**config.mk**
```make
export PLATFORM = sky130hd
export DESIGN_NAME = fetch_unit_flat
export DESIGN_NICKNAME = d
export VERILOG_FILES = /design/src/rtl/fetch_unit_if.sv /design/src/rtl/fetch_unit.sv /design/src/flat_wrapper.sv
export SDC_FILE = /design/constraint.sdc
export NUM_CORES = 1
export LEC_CHECK = 0
export CAP_MARGIN = 20
export CORE_MARGIN = 2
export CORE_UTILIZATION = 48
export CTS_CLUSTER_DIAMETER = 30
export CTS_CLUSTER_SIZE = 14
export DETAILED_ROUTE_END_ITERATION = 6
export PLACE_DENSITY = 0.83
export SYNTH_ARGS = -nofsm -noshare
export SYNTH_HDL_FRONTEND = slang
export SYNTH_SLANG_ARGS = --single-unit
```
**constraint.sdc**
```tcl
create_clock -name clock -period 3.4 [get_ports clock]
set_input_delay 0.51 -clock clock [delete_from_list [all_inputs] [get_ports clock]]
set_output_delay 0.51 -clock clock [all_outputs]
set_load 0.01 [all_outputs]
```
**src/rtl/fetch_unit_if.sv**
```systemverilog
// Instruction-memory bus between the fetch stage (master) and a synchronous-read
// instruction memory (slave).
interface fetch_unit_if #(
    parameter int ADDR_W = 8
);
    logic [ADDR_W-1:0] imem_addr;
    logic [31:0]       imem_data;

    modport master (output imem_addr, input imem_data);
    modport slave  (input imem_addr, output imem_data);
endinterface

```
**src/rtl/fetch_unit.sv**
```systemverilog
// MIPS32 instruction-fetch stage: owns the PC, drives a one-cycle-latency imem and
// presents a registered IF/ID bundle, with a one-entry hold buffer absorbing stalls.
module fetch_unit #(
    parameter int                ADDR_W   = 8,
    parameter logic [ADDR_W-1:0] RESET_PC = '0
) (
    input  logic              clock,
    input  logic              reset,
    fetch_unit_if.master      imem,
    input  logic              stall,
    input  logic              redirect,
    input  logic [ADDR_W-1:0] redirect_pc,
    output logic [31:0]       oIR,
    output logic [ADDR_W-1:0] oPC,
    output logic [ADDR_W-1:0] oPC4,
    output logic              ovalid
);

    logic [ADDR_W-1:0] pc;
    logic              req_valid;
    logic [ADDR_W-1:0] req_pc;
    logic              hold_valid;
    logic [31:0]       hold_ir;
    logic [ADDR_W-1:0] hold_pc;

    logic              hold_valid_nxt;
    logic              issue;
    logic              hold_load;
    logic [ADDR_W-1:0] target;

    // The PC register alone addresses memory, so no input reaches imem_addr combinationally.
    assign imem.imem_addr = pc;
    assign target         = redirect_pc & ~ADDR_W'(3);

    // NOTE: every always_comb output gets a default first so no path leaves it unassigned (no latch).
    always_comb begin
        hold_valid_nxt = 1'b0;
        hold_load      = 1'b0;
        if (!redirect) begin
            if (stall) begin
                hold_valid_nxt = hold_valid | req_valid;
                hold_load      = req_valid & ~hold_valid;
            end else begin
                hold_valid_nxt = hold_valid & req_valid;
                hold_load      = hold_valid & req_valid;
            end
        end
        // Issuing only into an empty hold means a response can never find the hold full.
        issue = !redirect && !hold_valid_nxt;
    end

    // NOTE: sequential state uses non-blocking assignments so every register samples pre-edge values.
    always_ff @(posedge clock) begin
        if (reset) begin
            pc         <= RESET_PC;
            req_valid  <= 1'b0;
            hold_valid <= 1'b0;
            oIR        <= '0;
            oPC        <= '0;
            oPC4       <= ADDR_W'(4);
            ovalid     <= 1'b0;
        end else begin
            hold_valid <= hold_valid_nxt;

            if (redirect) begin
                pc        <= target;
                req_valid <= 1'b0;
            end else if (issue) begin
                pc        <= pc + ADDR_W'(4);
                req_valid <= 1'b1;
            end else begin
                req_valid <= 1'b0;
            end

            // A redirect squashes whatever was about to be presented, even under stall.
            if (redirect || (!stall && !hold_valid && !req_valid)) begin
                oIR    <= '0;
                ovalid <= 1'b0;
            end else if (!stall) begin
                ovalid <= 1'b1;
                if (hold_valid) begin
                    oIR  <= hold_ir;
                    oPC  <= hold_pc;
                    oPC4 <= hold_pc + ADDR_W'(4);
                end else begin
                    oIR  <= imem.imem_data;
                    oPC  <= req_pc;
                    oPC4 <= req_pc + ADDR_W'(4);
                end
            end
        end
    end

    // NOTE: payload registers carry no reset; their valid bits gate every use of them.
    always_ff @(posedge clock) begin
        if (issue) begin
            req_pc <= pc;
        end
        if (hold_load) begin
            hold_ir <= imem.imem_data;
            hold_pc <= req_pc;
        end
    end

endmodule
```
**src/flat_wrapper.sv**
```systemverilog
// flat-port wrapper written by rule: the top's interface ports become plain ports
module fetch_unit_flat 
#(
    parameter int                ADDR_W   = 8,
    parameter logic [ADDR_W-1:0] RESET_PC = '0
)
  (clock, reset, stall, redirect, redirect_pc, oIR, oPC, oPC4, ovalid, imem_imem_addr, imem_imem_data);
  fetch_unit_if #(.ADDR_W(ADDR_W)) imem_i ();
  input  logic clock;
  input  logic reset;
  input  logic stall;
  input  logic redirect;
  input  logic [ADDR_W-1:0] redirect_pc;
  output logic [31:0] oIR;
  output logic [ADDR_W-1:0] oPC;
  output logic [ADDR_W-1:0] oPC4;
  output logic ovalid;
  output wire logic [$bits(imem_i.imem_addr)-1:0] imem_imem_addr;
  input wire logic [$bits(imem_i.imem_data)-1:0] imem_imem_data;
  assign imem_imem_addr = imem_i.imem_addr;
  assign imem_i.imem_data = imem_imem_data;
  fetch_unit #(.ADDR_W(ADDR_W), .RESET_PC(RESET_PC)) u_core (.clock(clock), .reset(reset), .imem(imem_i), .stall(stall), .redirect(redirect), .redirect_pc(redirect_pc), .oIR(oIR), .oPC(oPC), .oPC4(oPC4), .ovalid(ovalid));
endmodule
```
==> flow_metrics.py <==
metrics = {
    "layout": {
        "syn2layout_area_growth_pct": 29.9,
        "fillers": 628,
        "n_antenna_cell": 0,
        "final_area_sq_um": 5050,
        "layout.nets": 488,
        "drive_gt1_share_pct": 7.16,
    },
    "power": {
        "power.share.clock_pct": 33.3,
        "p_comb_share_pct": 10.4,
        "switching_share_pct": 24.0,
        "ir_drop_mv": 0.293,
        "seqPwrFrac_pct": 56.3,
        "power_density_nw_per_um2": 450,
        "p_leak_nw": 1.72,
        "p_int_mw": 1.73,
        "power.switching_uw": 547,
    },
    "min_path": {
        "min_to": "u_core.oPC4[2]$_SDFFE_PP1P_",
        "worst_hold_path.num_cells": 2,
        "hold_class": "reg -> reg",
        "hp-start": "u_core.oPC4[2]$_SDFFE_PP1P_",
    },
    "synth": {
        "synthSimpleGateAreaFrac_pct": 13.6,
        "synth_compound_area_share_pct": 8.31,
        "avgSynthCellArea_sq_um": 10.9,
        "yosys_warnings": 0,
        "synthAdderAreaFrac_pct": 0.934,
        "seq_area_frac_synth_pct": 61.3,
        "yosys_most_used_dff": "dfxtp_1",
        "async_flop_share_pct": 0,
        "synth_mux_area_share_pct": 9.88,
        "syn_area_sq_um": 3890,
        "synth_cell_types": 39,
        "postSynthCellCount": 358,
        "synth_edf_count": 44,
        "synth.ff_latch_count": 97,
        "synth_xor_area_share_pct": 1.35,
        "synth_top_family_by_area": "simple AND/OR/NAND/NOR gates",
    },
    "critical_path": {
        "r2r_slack_ns": 1.28,
        "crit_arrival_ns": 2.42,
        "cp_slowest_cell": "nor2_1",
        "critPathMaxStageDelay_ns": 0.65,
        "crit_fanout": 13,
        "path_common_cell": "nor2_1",
        "worstPathCellList": "clkdlybuf4s50_1, or2_1, nor2_1, nor2_1, a211oi_1",
        "required_ns": 3.67,
        "r2r_end": "u_core.oPC4[5]$_SDFFE_PP0P_",
        "worstReg2RegStart": "u_core.hold_valid$_SDFF_PP0_",
        "r2r_cells": 5,
        "startpoint_type": "input port",
        "endpoint_kind": "register",
        "critPathKind": "in -> reg",
    },
    "placement": {
        "place_area_sq_um": 4850,
        "portBuffers": 92,
        "hpwlAfterDp_um": 5480,
        "globalplace.congestion": 0.771,
    },
    "die": {
        "coreArea_sq_um": 7770,
        "initial_core_util_pct": 50.0,
        "io_pins": 101,
        "die_height_um": 94.0,
        "rows": 32,
        "fp.dieArea_sq_um": 8830,
        "fp.dieW_um": 94.0,
    },
    "clock_network": {
        "hold_buffers": 0,
        "ctsHtreeMaxLevel": 3,
        "clockBufferDepth": 2,
        "cts_buffers": 9,
        "post-cts-setup-buffers": 0,
        "root_buffer": "clkbuf_8",
        "insertion_delay_ns": 0.35,
        "clkSlewWorstSetupHoldPaths_ns": 0.09,
        "cts.sinks": 97,
        "cts_tree": "built",
        "cts.repair.resized": 0,
    },
    "flow_run": {
        "maxCapViolCount": 0,
    },
    "global_routing": {
        "first_global_vias": 2816,
        "grt_overflow": 0,
        "grt_first_pass_wirelength_um": 13300,
        "grt_max_degree": 66,
        "antenna_found_initial": 0,
        "grtUsageTotal_pct": 19.0,
    },
    "sta": {
        "setup_tns_ns": 0,
        "skew_ns": 0.0113,
        "rsz0062_at_grt": "no",
        "timing.fmax_ghz": 0.465,
        "worst_slew_pin_slew_ns": 0.823,
        "hold_viol": 0,
        "setup_viol": 0,
        "fin_crit_sh_pct": 63.3,
        "maxSlewViolCount": 0,
        "period_minus_slack_ns": 2.15,
        "slew_headroom_pct": 44.9,
    },
    "detailed_routing": {
        "via_per_inst": 5.17,
        "drt_wl_total_um": 8160,
        "drt_iter0_drc": 163,
        "postRouteAntennaNets": 0,
        "firstDrtPassIters": 4,
        "num_vias": 2837,
        "post_drt_wl_per_cell_um": 14.9,
        "drc_errors": 0,
    },
    "run_status": {
        "status": "finished clean",
    },
}
[cells by family (layout without fill, tap and decap cells)]
| kind of cell | Yosys count | in the layout |
|---|---|---|
| and+or+nand+nor | 122 | 122 |
| DFF | 97 | 97 |
| AOI/OAI and AO/OA | 57 | 57 |
| muxes | 38 | 38 |
| buffers and inverters | 34 | 118 |
| xor gates and xnor gates | 6 | 6 |
| adders and majority gates | 3 | 3 |
| other | 1 | 6 |
[worst max-delay path: cells and delay by family]
family | cells | cell delay, ns
buf+inv | 1 | 0.57
compound gates | 1 | 0.24
simple gates | 3 | 1.09
[synth_stat cells (2+ instances only)]
cell type,n,area share (%)
mux2i_1,35,9.0
clkbuf_2,3,0.39
clkbuf_1,5,0.48
o21a_1,3,0.58
buf_1,4,0.39
xor2_1,2,0.45
nand3b_1,3,0.58
nor2_1,82,7.9
xnor2_1,4,0.90
nor3_1,9,1.2
mux2_2,3,0.87
a21oi_1,42,5.4
edfxtp_1,44,34
nand2_1,16,1.5
buf_2,10,1.3
or2_1,2,0.32
dfxtp_1,53,27
a211oi_1,5,0.97
nand3_1,2,0.26
inv_1,3,0.29
buf_4,7,1.4
ha_1,2,0.64
o21ai_0,3,0.39
[sequential cells by signal (all words and copies together), names as in the netlist, 6 cells and up]
name / flops
u_core.req_pc: 6
u_core.oIR: 32
u_core.imem.imem_addr: 6
u_core.oPC: 6
u_core.hold_ir: 32
u_core.oPC4: 6
u_core.hold_pc: 6
[through the flow]
stage | hold slack, ns | utilization (%) | instances | total power, mW | setup slack [ns]
detailed placement | 0.433 | 62.4 | 533 | 1.54 | 0.900
global route | 0.487 | 65.0 | 549 | 2.36 | 1.08
floorplan | 0.446 | - | 363 | 1.43 | 1.02
global placement | 0.435 | 62.4 | 533 | 1.53 | 0.959
finish | 0.445 | 65.0 | 549 | 2.27 | 1.25
CTS | 0.448 | 65.0 | 549 | 2.29 | 1.25
[final cells by class]
class	count	area [sq um]	area share, %
flip-flops and latches	97	2380	47.2
multi-input cells	232	1360	26.9
repair buffers	98	961	19.0
well taps	102	128	2.53
clock buffers	9	124	2.45
clock inverters	7	77.6	1.54
inverters	4	15.0	0.297
[cell usage in the layout (no fill, tap or decap), types with 3 or more instances in the layout]
| master | count |
|---|---|
| clkdlybuf4s50_1 | 91 |
| nor2_1 | 82 |
| dfxtp_1 | 52 |
| edfxtp_1 | 44 |
| a21oi_1 | 42 |
| mux2i_1 | 35 |
| nand2_1 | 16 |
| nor3_1 | 9 |
| clkbuf_8 | 9 |
| conb_1 | 6 |
| buf_4 | 6 |
| a211oi_1 | 5 |
| xnor2_1 | 4 |
| mux2_2 | 3 |
| o21ai_0 | 3 |
| nand3b_1 | 3 |
| o21a_1 | 3 |
| inv_1 | 3 |
[power groups by stage]
stage / Combinational [mW] / Sequential (mW) / Clock (mW)
6_report: 0.236 / 1.28 / 0.757
5_1_grt: 0.260 / 1.29 / 0.817
4_1_cts: 0.237 / 1.28 / 0.772
3_5_place_dp: 0.235 / 1.31 / 0
3_3_place_gp: 0.228 / 1.31 / 0
2_1_floorplan: 0.120 / 1.31 / 0
[routing by layer]
metal  global-route usage, %  routed length [um]
met4                    6.16                  63
met2                    31.7                3930
met5                       0                   0
met3                    3.85                 407
met1                    25.0                3760
[how the worst max path moves through the flow]
stage | start | cells after the start | endpoint
6_report | redirect | 5 | u_core.oPC4[5]$_SDFFE_PP0P_
5_1_grt | u_core.hold_valid$_SDFF_PP0_ | 5 | u_core.oPC4[5]$_SDFFE_PP0P_
4_1_cts | u_core.hold_valid$_SDFF_PP0_ | 4 | u_core.hold_ir[30]$_DFFE_PP_
3_5_place_dp | redirect | 5 | u_core.oPC4[5]$_SDFFE_PP0P_
3_3_place_gp | redirect | 5 | u_core.oPC[5]$_SDFFE_PP0P_
2_1_floorplan | u_core.hold_valid$_SDFF_PP0_ | 5 | u_core.hold_ir[0]$_DFFE_PP_
Power figures use the tool's default switching activity.
